`config.mk`:
```
export PLATFORM = sky130hd
export DESIGN_NAME = noc_rr_arbiter_flat
export DESIGN_NICKNAME = d
export VERILOG_FILES = /design/src/rtl/noc_pkg.sv /design/src/rtl/noc_rr_arbiter_if.sv /design/src/rtl/pkt_fifo.sv /design/src/rtl/noc_rr_arbiter.sv /design/src/flat_wrapper.sv
export SDC_FILE = /design/constraint.sdc
export NUM_CORES = 1
export LEC_CHECK = 0
export ABC_AREA = 1
export BUFFER_PORTS_ARGS = -buffer_cell sky130_fd_sc_hd__buf_2
export CAP_MARGIN = 20
export CELL_PAD_IN_SITES_DETAIL_PLACEMENT = 0
export CELL_PAD_IN_SITES_GLOBAL_PLACEMENT = 1
export CORE_MARGIN = 1.5
export CORE_UTILIZATION = 50
export DETAILED_ROUTE_END_ITERATION = 8
export PLACE_DENSITY = 0.95
export SETUP_SLACK_MARGIN = 0.1
export SYNTH_ARGS = -nofsm -noshare
export SYNTH_HDL_FRONTEND = slang
export SYNTH_SLANG_ARGS = --single-unit
export TNS_END_PERCENT = 5
```
`constraint.sdc`:
```
create_clock -name clk -period 6.05 [get_ports clk]
set_input_delay 0.3025 -clock clk [delete_from_list [all_inputs] [get_ports clk]]
set_output_delay 0.3025 -clock clk [all_outputs]
set_load 0.02 [all_outputs]
```
`src/rtl/noc_pkg.sv`:
```
// Shared types and constants for the NoC output-port arbiter.
package noc_pkg;

  typedef enum logic [1:0] {
    IDLE,
    HOLD,
    RELEASE
  } arb_state_t;

  localparam int WIDTH_PKT_DEF = 12;
  localparam int ADDR_W        = 4;   // destination address lives in the packet MSBs
  localparam int MODE_RR       = 0;
  localparam int MODE_FIXED    = 1;

endpackage

```
`src/rtl/noc_rr_arbiter_if.sv`:
```
// Bundle of the input req/ack channels and the single output channel of the arbiter.
interface noc_rr_arbiter_if #(
  parameter int N_IN      = 5,
  parameter int WIDTH_PKT = noc_pkg::WIDTH_PKT_DEF
);
  localparam int SW = $clog2(N_IN);

  logic [N_IN-1:0]           in_req;
  logic [N_IN-1:0]           in_ack;
  logic [N_IN*WIDTH_PKT-1:0] in_data;
  logic                      out_req;
  logic                      out_ack;
  logic [WIDTH_PKT-1:0]      out_data;
  logic [SW-1:0]             out_src;

  // master: the routing stage feeding packets and the sink acknowledging them
  modport master (
    output in_req, in_data, out_ack,
    input  in_ack, out_req, out_data, out_src
  );

  // slave: the arbiter itself
  modport slave (
    input  in_req, in_data, out_ack,
    output in_ack, out_req, out_data, out_src
  );

endinterface

```
`src/rtl/pkt_fifo.sv`:
```
// Synchronous FIFO with combinational head output, wrapping pointers and an occupancy count.
module pkt_fifo #(
  parameter int WIDTH = 12,
  parameter int DEPTH = 2
) (
  input  logic             clk,
  input  logic             rst,
  input  logic             push,
  input  logic             pop,
  input  logic [WIDTH-1:0] din,
  output logic [WIDTH-1:0] dout,
  output logic             full,
  output logic             empty
);

  localparam int PW = (DEPTH > 1) ? $clog2(DEPTH) : 1;
  localparam int CW = $clog2(DEPTH) + 1;

  logic [WIDTH-1:0] mem [DEPTH];
  logic [PW-1:0]    wr_ptr, rd_ptr;
  logic [CW-1:0]    count;
  logic             do_push, do_pop;

  function automatic logic [PW-1:0] next_ptr(input logic [PW-1:0] p);
    return (p == PW'(DEPTH - 1)) ? '0 : p + PW'(1);
  endfunction

  assign do_push = push && !full;
  assign do_pop  = pop && !empty;

  // NOTE: the storage array has no reset; the count alone decides validity,
  // so clearing the data would only cost reset fan-out.
  always_ff @(posedge clk) begin
    if (do_push) mem[wr_ptr] <= din;
  end

  // NOTE: state is updated with <= so every register samples pre-edge values,
  // independent of the order of statements or processes.
  always_ff @(posedge clk) begin
    if (rst) begin
      wr_ptr <= '0;
      rd_ptr <= '0;
      count  <= '0;
    end else begin
      if (do_push) wr_ptr <= next_ptr(wr_ptr);
      if (do_pop)  rd_ptr <= next_ptr(rd_ptr);
      case ({do_push, do_pop})
        2'b10:   count <= count + CW'(1);
        2'b01:   count <= count - CW'(1);
        default: count <= count;
      endcase
    end
  end

  assign dout  = mem[rd_ptr];
  assign full  = (count == CW'(DEPTH));
  assign empty = (count == '0);

endmodule

```
`src/rtl/noc_rr_arbiter.sv`:
```
// Router output-port arbiter: buffers N_IN four-phase inputs and forwards one packet at a time.
module noc_rr_arbiter
  import noc_pkg::*;
#(
  parameter int N_IN      = 5,
  parameter int WIDTH_PKT = WIDTH_PKT_DEF,
  parameter int DEPTH     = 2,
  parameter int MODE      = MODE_RR
) (
  input logic              clk,
  input logic              rst,
  noc_rr_arbiter_if.slave  bus
);

  localparam int SW = $clog2(N_IN);

  typedef struct packed {
    logic          valid;
    logic [SW-1:0] idx;
  } grant_t;

  logic [N_IN-1:0]      ack, push, pop, full, empty;
  logic [WIDTH_PKT-1:0] head [N_IN];
  arb_state_t           state, state_nxt;
  logic [SW-1:0]        last, src;
  logic [WIDTH_PKT-1:0] data_q;
  grant_t               grant;
  logic                 req_c, pop_en;

  // Input side: capture on the first edge req is seen with space, hold ack until req drops.
  assign push = bus.in_req & ~ack & ~full;

  always_ff @(posedge clk) begin
    if (rst) begin
      ack <= '0;
    end else begin
      for (int i = 0; i < N_IN; i++) begin
        if (push[i])                     ack[i] <= 1'b1;
        else if (ack[i] && !bus.in_req[i]) ack[i] <= 1'b0;
      end
    end
  end

  for (genvar gi = 0; gi < N_IN; gi++) begin : g_fifo
    pkt_fifo #(
      .WIDTH (WIDTH_PKT),
      .DEPTH (DEPTH)
    ) u_fifo (
      .clk   (clk),
      .rst   (rst),
      .push  (push[gi]),
      .pop   (pop[gi]),
      .din   (bus.in_data[gi*WIDTH_PKT +: WIDTH_PKT]),
      .dout  (head[gi]),
      .full  (full[gi]),
      .empty (empty[gi])
    );
    assign pop[gi] = pop_en && (src == SW'(gi));
  end

  // Scan from the highest candidate down so the first-priority index is written last.
  function automatic grant_t pick(input logic [N_IN-1:0] ne, input logic [SW-1:0] lst);
    grant_t        g;
    int            idx;
    logic [SW-1:0] idx_b;
    g = '0;
    for (int k = N_IN; k >= 1; k--) begin
      idx   = (MODE == MODE_FIXED) ? (k - 1) : ((int'(lst) + k) % N_IN);
      idx_b = SW'(idx);
      if (ne[idx_b]) begin
        g.valid = 1'b1;
        g.idx   = idx_b;
      end
    end
    return g;
  endfunction

  assign grant = pick(~empty, last);

  // State register plus the registered grant, packet and round-robin pointer.
  always_ff @(posedge clk) begin
    if (rst) begin
      state  <= IDLE;
      data_q <= '0;
      src    <= '0;
      last   <= SW'(N_IN - 1);
    end else begin
      state <= state_nxt;
      if (state == IDLE && grant.valid) begin
        data_q <= head[grant.idx];
        src    <= grant.idx;
      end
      if (pop_en) last <= src;
    end
  end

  // NOTE: every combinational output gets a default first, so no path can infer a latch.
  always_comb begin
    state_nxt = state;
    unique case (state)
      IDLE:    if (grant.valid)  state_nxt = HOLD;
      HOLD:    if (bus.out_ack)  state_nxt = RELEASE;
      RELEASE: if (!bus.out_ack) state_nxt = IDLE;
      default: state_nxt = IDLE;
    endcase
  end

  always_comb begin
    req_c  = 1'b0;
    pop_en = 1'b0;
    if (state == HOLD) begin
      req_c  = 1'b1;
      pop_en = bus.out_ack;
    end
  end

  assign bus.in_ack   = ack;
  assign bus.out_req  = req_c;
  assign bus.out_data = data_q;
  assign bus.out_src  = src;

endmodule

```
`src/flat_wrapper.sv`:
```
// flat-port wrapper written by rule: the top's interface ports become plain ports
module noc_rr_arbiter_flat import noc_pkg::*;
#(
  parameter int N_IN      = 5,
  parameter int WIDTH_PKT = WIDTH_PKT_DEF,
  parameter int DEPTH     = 2,
  parameter int MODE      = MODE_RR
)
  (clk, rst, bus_in_req, bus_in_data, bus_out_ack, bus_in_ack, bus_out_req, bus_out_data, bus_out_src);
  noc_rr_arbiter_if #(.N_IN(N_IN), .WIDTH_PKT(WIDTH_PKT)) bus_i ();
  input logic clk;
  input logic rst;
  input wire logic [$bits(bus_i.in_req)-1:0] bus_in_req;
  input wire logic [$bits(bus_i.in_data)-1:0] bus_in_data;
  input wire logic [$bits(bus_i.out_ack)-1:0] bus_out_ack;
  output wire logic [$bits(bus_i.in_ack)-1:0] bus_in_ack;
  output wire logic [$bits(bus_i.out_req)-1:0] bus_out_req;
  output wire logic [$bits(bus_i.out_data)-1:0] bus_out_data;
  output wire logic [$bits(bus_i.out_src)-1:0] bus_out_src;
  assign bus_i.in_req = bus_in_req;
  assign bus_i.in_data = bus_in_data;
  assign bus_i.out_ack = bus_out_ack;
  assign bus_in_ack = bus_i.in_ack;
  assign bus_out_req = bus_i.out_req;
  assign bus_out_data = bus_i.out_data;
  assign bus_out_src = bus_i.out_src;
  noc_rr_arbiter #(.N_IN(N_IN), .WIDTH_PKT(WIDTH_PKT), .DEPTH(DEPTH), .MODE(MODE)) u_core (.clk(clk), .rst(rst), .bus(bus_i));
endmodule
```
==> run_results.csv, run 1 <==
group,metric,value,unit
synthesis,synth_area_leaders,"edfxtp_1 (44%), dfxtp_1 (12%), nand2_1 (6.9%)",
power,peakVddDrop,0.000354,V
sta,rsz0062_at_grt,"no",
die,die_h,131,um
flow_run,maxCapViolCount,0,
worst_setup_path,critical_path_class,"reg -> reg",
worst_setup_path,cp_num_buf_inv,2,
final_layout,final_core_util,0.593,
worst_setup_path,cpLargestDelayFamily,"simple AND/OR/NAND/NOR gates",
worst_setup_path,worst_ep_required_time,6.41,ns
clock_network,numClockSinks,170,
die,die_x,131,um
sta,relSlewSlack,0.294,
die,start_util,0.514,
final_layout,fillers,1383,
worst_setup_path,start_kind,"register",
clock_network,cts_resized,0,
die,core,0.0160,mm^2
worst_setup_path,path_max_fanout,18,
synthesis,synth_fp_nets,910,
sta,fin_setup_tns,0,ns
grt,grt_first_pass_wirelength,28900,um
drt,first_iter_violations,480,
die,die_area,0.0172,mm^2
sta,fmax,0.227,GHz
sta,hold_violations,0,
worst_setup_path,arrival,4.76,ns
worst_setup_path,slowest_delay,0.64,ns
placed_design,portBuffers,88,
synthesis,yosysWarnings,0,
grt,antenna_found_initial,0,
worst_setup_path,reg2reg_from,"u_core.last[0]$_SDFFE_PP0P_",
worst_hold_path,holdCritStartpoint,"bus_in_data[33]",
die,rows,46,
grt,top_usage_layer,"met2",
drt,firstDrtPassIters,5,
grt,grt_use_met1,0.287,
grt,grt_util_met2,0.345,
clock_network,numCtsBuffers,17,
synthesis,netlist_instances,815,
clock_network,insertion_delay,0.43,ns
grt,grt_usage,0.212,
grt,grt_max_degree,31,
grt,grt-ovfl-total,0,
power,power.density,458,mW/mm^2
synthesis,yosysTopAreaCellShare,0.438,
drt,drc,0,
final_layout,synthToLayoutAreaGrowth,15.3,%
placed_design,place_congestion,0.863,
clock_network,clkSlewWorstSetupHoldPaths,0.07,ns
synthesis,synth_area_leader_cell,"edfxtp_1",
drt,ant_nets,0,
worst_setup_path,critPathCaptureType,"register",
grt,grt_use_met3,0.0417,
sta,min_period,4.40,ns
synthesis,avgSynthCellArea,10.1,um^2
clock_network,cts_hold_buf,0,
clock_network,post-cts-setup-buffer-count,0,
sta,drv_slew,0,
synthesis,seq_area_frac_synth,0.560,
power,p_leak,3.89,nW
drt,vias,5956,
final_layout,layout.area.seq,0.00460,mm^2
sta,finalCritPeriodShare,0.727,
die,ioPinCount,89,
drt,wl_per_cell,15.5,um
worst_setup_path,critPathMostFrequentCell,"nand2_1",
sta,tightestPinTransition,1.05,ns
sta,fin_worst_skew,0.00681,ns
synthesis,ys_ff_latch,170,
synthesis,synthDistinctLibCells,39,
final_layout,nets,1003,
worst_setup_path,startpoint,"u_core.last[0]$_SDFFE_PP0P_",
synthesis,synthesis.area,0.00823,mm^2
drt,viasPerCell,5.24,
drt,wl,17700,um
final_layout,drive_above_1_share,0.186,
grt,grt_pass1_vias,5665,
clock_network,clock-root-buffer,"clkbuf_16",
clock_network,htree_levels,4,
clock_network,clock_path_buffers,2,
outcome,status,"finished, final reports clean",
worst_hold_path,hold_path.class,"in -> reg",
clock_network,cts_tree,"built",
worst_setup_path,crit_path_top_delay_cell,"nor2_1",
placed_design,place_hpwl,13200,um
final_layout,multi_input_area,0.00321,mm^2
final_layout,antenna_cells,0,
sta,report.final.setup_viol,0,
==> where the power goes <==
group | switching [W] | internal [W] | total [W]
clock | 0.000455 | 0.000657 | 0.00111
sequential | 0.0000674 | 0.00137 | 0.00143
combinational | 0.00123 | 0.000568 | 0.00180
==> cell families (layout without fill, tap and decap cells) <==
logic type      after synthesis  in the layout  synth area share
simple gates                363            363             0.199
flops                       170            170             0.560
buf+inv                      98            204            0.0506
compound gates               82             82            0.0585
mux                          61             61            0.0760
fa+ha+maj                    27             27            0.0411
xor+xnor                     14             14            0.0149
==> registers in the layout, indices dropped and copies added (netlist names), named ones only <==
signal and cells:
u_core.last 3, u_core.g_fifo.u_fifo.count 10, u_core.bus.out_data 12, u_core.g_fifo.u_fifo.wr_ptr 5
u_core.bus.out_src 3, u_core.g_fifo.u_fifo.rd_ptr 5, u_core.bus.in_ack 5, u_core.g_fifo.u_fifo.mem 120
u_core.state 2
==> per-stage QoR <==
step                      cells  total power (W)  hold WS, ns  area [um^2]  setup slack [ns]
after global placement     1097          0.00322        0.436         8810              1.57
after CTS                  1129          0.00435       0.0437         9420              1.65
after detailed placement   1097          0.00323        0.441         8810              1.66
after floorplan             815          0.00292        0.401         8230              2.41
final                      1137          0.00435       0.0613         9490              1.65
after global routing       1137          0.00466       0.0515         9490              1.09
==> area by class of cell <==
type	count	area share
Sequential cell	170	0.485
Timing Repair Buffer	97	0.0542
Tap cell	216	0.0285
Multi-Input combinational cell	547	0.338
Clock inverter	15	0.0196
Clock buffer	17	0.0448
Inverter	75	0.0297
==> cell usage in the layout, fill, tap and decap left out, drive strengths merged <==
master	netlist	layout
o211ai	3	3
and2	1	1
nor3	9	9
mux2i	49	49
clkbuf	10	18
xnor2	4	4
o21a	2	2
o21ai	21	21
nand2	171	171
bufinv	0	3
clkinv	1	6
ha	27	27
mux2	12	12
nor4	4	4
dfxtp	50	50
a31o	1	1
o311ai	5	5
a21boi	11	11
edfxtp	120	120
clkinvlp	0	2
inv	74	79
nor2	63	63
a211oi	2	2
buf	13	96
a21oi	37	37
nand4	2	2
or2	2	2
xor2	10	10
nand3	106	106
nand3b	5	5
==> routing by layer <==
metal / wire [um] / vias to the layer above / share of wire
met3: 874 / 20 / 0.050
li1: - / 2990 / -
met1: 8180 / 2769 / 0.46
met2: 8330 / 177 / 0.47
met5: 0 / - / 0
met4: 271 / 0 / 0.015
==> path summary, 6_finish.rpt <==
| check | slack [ns] | depth (start not counted) | end |
|---|---|---|---|
| worst max-delay path | 1.65 | 27 | u_core.bus.out_data[2]$_SDFFE_PP0P_ |
| worst min-delay path | 0.06 | 1 | u_core.g_fifo[2].u_fifo.mem[1][9]$_DFFE_PP_ |
| worst max register to register | 1.65 | 27 | u_core.bus.out_data[2]$_SDFFE_PP0P_ |
| worst min register to register | 0.46 | 1 | register |
==> cell usage after synthesis (all sizes together) <==
library cell and count:
dfxtp 50, o21a 2, a21boi 11, inv 74, xnor2 4, ha 27
nand3 106, and2 1, o211ai 3, mux2 12, nor2 63, clkbuf 10
nor4 4, or2 2, edfxtp 120, o311ai 5, nor3 9, nand2 171
a211oi 2, buf 13, nand3b 5, a31o 1, nand4 2, mux2i 49
o21ai 21, xor2 10, a21oi 37, clkinv 1
(Power assumes the default switching activity.)
==> inputs of run 2 (changes only) <==
- CORE_UTILIZATION: 50 -> 46
- PLACE_DENSITY: 0.95 -> 0.9
- clock period: 6.05 -> 4.35 ns (I/O delays scaled with it)
==> run 2 against run 1 <==
Net effect: sequential power up 40%; non-clock buffer count up 67; setup slack lost 1.1 ns; hold slack better by 0.0081 ns; count of clock-buffer cells in the layout grew 3; critical path depth fell by 2.
==> run_results.csv, run 2 (same netlist as run 1, synthesis figures left out) <==
group,metric,value,unit
outcome,status,"finished, final reports clean",
worst_setup_path,reg2reg_from,"u_core.last[0]$_SDFFE_PP0P_",
sta,fin_worst_skew,0.0103,ns
grt,grt-ovfl-total,0,
power,switching_power,0.00262,W
worst_setup_path,cp_num_buf_inv,1,
worst_setup_path,reg2reg_to,"u_core.bus.out_data[0]$_SDFFE_PP0P_",
final_layout,antenna_cells,0,
die,die_x,137,um
sta,relSlewSlack,0.311,
worst_setup_path,slowest_delay,0.38,ns
final_layout,final_cell_mix,"nand2_1 (152), edfxtp_1 (120), nand3_1 (102), buf_2 (88), inv_1 (70)",
worst_setup_path,crit_path_top_delay_cell,"dfxtp_2",
power,power.density,623,mW/mm^2
clock_network,clock-root-buffer,"clkbuf_16",
power,p_leak,4.17,nW
clock_network,clock_path_buffers,2,
drt,wl_per_cell,15.9,um
sta,fin_setup_tns,0,ns
clock_network,numClockSinks,170,
worst_setup_path,start_kind,"register",
grt,antenna_found_initial,0,
final_layout,final_core_util,0.584,
placed_design,place_inst,1114,
sta,rsz0062_at_grt,"no",
final_layout,nets,1071,
placed_design,portBuffers,88,
worst_setup_path,crit_cells,25,
worst_setup_path,critPathCaptureType,"register",
final_layout,synthToLayoutAreaGrowth,23.6,%
worst_setup_path,critPathMostFrequentCell,"nand2_1",
placed_design,place_hpwl,13200,um
sta,tightestPinTransition,1.03,ns
sta,hold_violations,0,
power,peakVddDrop,0.000401,V
drt,firstDrtPassIters,5,
grt,grt_first_pass_wirelength,30600,um
grt,grt_max_degree,31,
clock_network,numCtsBuffers,17,
drt,drc,0,
clock_network,htree_levels,4,
worst_setup_path,cpLargestDelayFamily,"simple AND/OR/NAND/NOR gates",
die,start_util,0.472,
sta,min_period,3.82,ns
worst_setup_path,path_max_fanout,26,
sta,drv_slew,0,
power,power,0.00633,W
grt,grt_usage,0.218,
worst_setup_path,r2r_slack,0.53,ns
die,die_area,0.0187,mm^2
worst_setup_path,reg2reg_depth,25,
worst_setup_path,arrival,4.10,ns
grt,grt_pass1_vias,5979,
die,core,0.0174,mm^2
drt,vias,6250,
drt,viasPerCell,5.15,
clock_network,clkSlewWorstSetupHoldPaths,0.06,ns
worst_setup_path,critical_path_class,"reg -> reg",
final_layout,stdcell_count,1214,
flow_run,maxCapViolCount,0,
worst_hold_path,whs_path_depth,3,
clock_network,insertion_delay,0.43,ns
sta,finalCritPeriodShare,0.878,
sta,holdWs,0.0694,ns
sta,fmax,0.262,GHz
placed_design,place_congestion,0.829,
clock_network,post-cts-setup-buffer-count,0,
die,die_h,137,um
power,intPower,0.00371,W
sta,report.final.setup_viol,0,
power,p_sw_frac,0.414,
final_layout,drive_above_1_share,0.184,
worst_hold_path,hold_path.class,"in -> reg",
final_layout,largest_reg_flops,120,
worst_setup_path,startpoint,"u_core.last[0]$_SDFFE_PP0P_",
die,rows,48,
power,p_comb_frac,0.448,
final_layout,top_register,"u_core.g_fifo.u_fifo.mem",
worst_setup_path,worst_ep_required_time,4.63,ns
die,ioPinCount,89,
drt,first_iter_violations,474,
clock_network,cts_tree,"built",
drt,wl,19300,um
worst_hold_path,holdCritStartpoint,"bus_in_req[1]",
power,power_frac_clock,0.237,
worst_setup_path,endpoint,"u_core.bus.out_data[0]$_SDFFE_PP0P_",
final_layout,final_common_cell,"nand2_1",
power,p_seq_frac,0.316,
drt,ant_nets,0,
[run 2: changes by cell type in the layout (fill, tap and decap cells not counted), sizes merged]
cell	before	now
dlygate4sd3	0	60
clkinv	6	9
nand2	171	172
buf	96	104
clkbuf	18	20
clkinvlp	2	1
inv	79	74
[run 2: worst min-delay path, stage by stage]
cell	delay, ns
buf_2	0.10
o311ai_0	0.09
inv_1	0.04
[run 2: how the worst min path moves through the flow]
stage and endpoint:
3_5_place_dp u_core.g_fifo[0].u_fifo.mem[1][11]$_DFFE_PP_, 2_1_floorplan u_core.g_fifo[0].u_fifo.mem[0][0]$_DFFE_PP_, 5_1_grt u_core.bus.in_ack[0]$_SDFFE_PP0P_, 4_1_cts u_core.bus.in_ack[4]$_SDFFE_PP0P_, 6_report u_core.bus.in_ack[1]$_SDFFE_PP0P_, 3_3_place_gp u_core.g_fifo[2].u_fifo.mem[0][5]$_DFFE_PP_
[run 2: what timing repair did]
item	CTS	global route
endpoints found under the setup margin	0	14
hold buffers	60	0
hold endpoints to repair	120	0
gates resized for setup	0	10
[run 2: cell type report]
class	count	area [um^2]
Fill cell	1444	7250
Clock buffer	20	437
Multi-Input combinational cell	548	3250
Clock inverter	12	150
Sequential cell	170	4610
Timing Repair Buffer	164	1160
Tap cell	225	282
Inverter	75	282
[run 2: layer usage]
layer	part of all wire	wire, um	GRT usage
met5	0	0	0
met1	0.44	8540	0.278
met3	0.050	963	0.0478
met2	0.49	9520	0.371
met4	0.016	306	0.0626
[run 2: stage by stage]
step / setup slack, ns / area [um^2]
after detailed placement: 0.297 / 8880
after global placement: 0.409 / 8880
after floorplan: 0.706 / 8230
after global routing: 0.112 / 10200
final: 0.529 / 10200
after CTS: 0.275 / 10100
[run 2: power by group through the flow]
| stage | clock, W | combinational (W) | sequential (W) |
|---|---|---|---|
| after floorplan | 0 | 0.00202 | 0.00205 |
| after global placement | 0 | 0.00260 | 0.00203 |
| after detailed placement | 0 | 0.00262 | 0.00203 |
| after CTS | 0.00151 | 0.00269 | 0.00200 |
| after global routing | 0.00159 | 0.00315 | 0.00201 |
| final | 0.00150 | 0.00284 | 0.00200 |
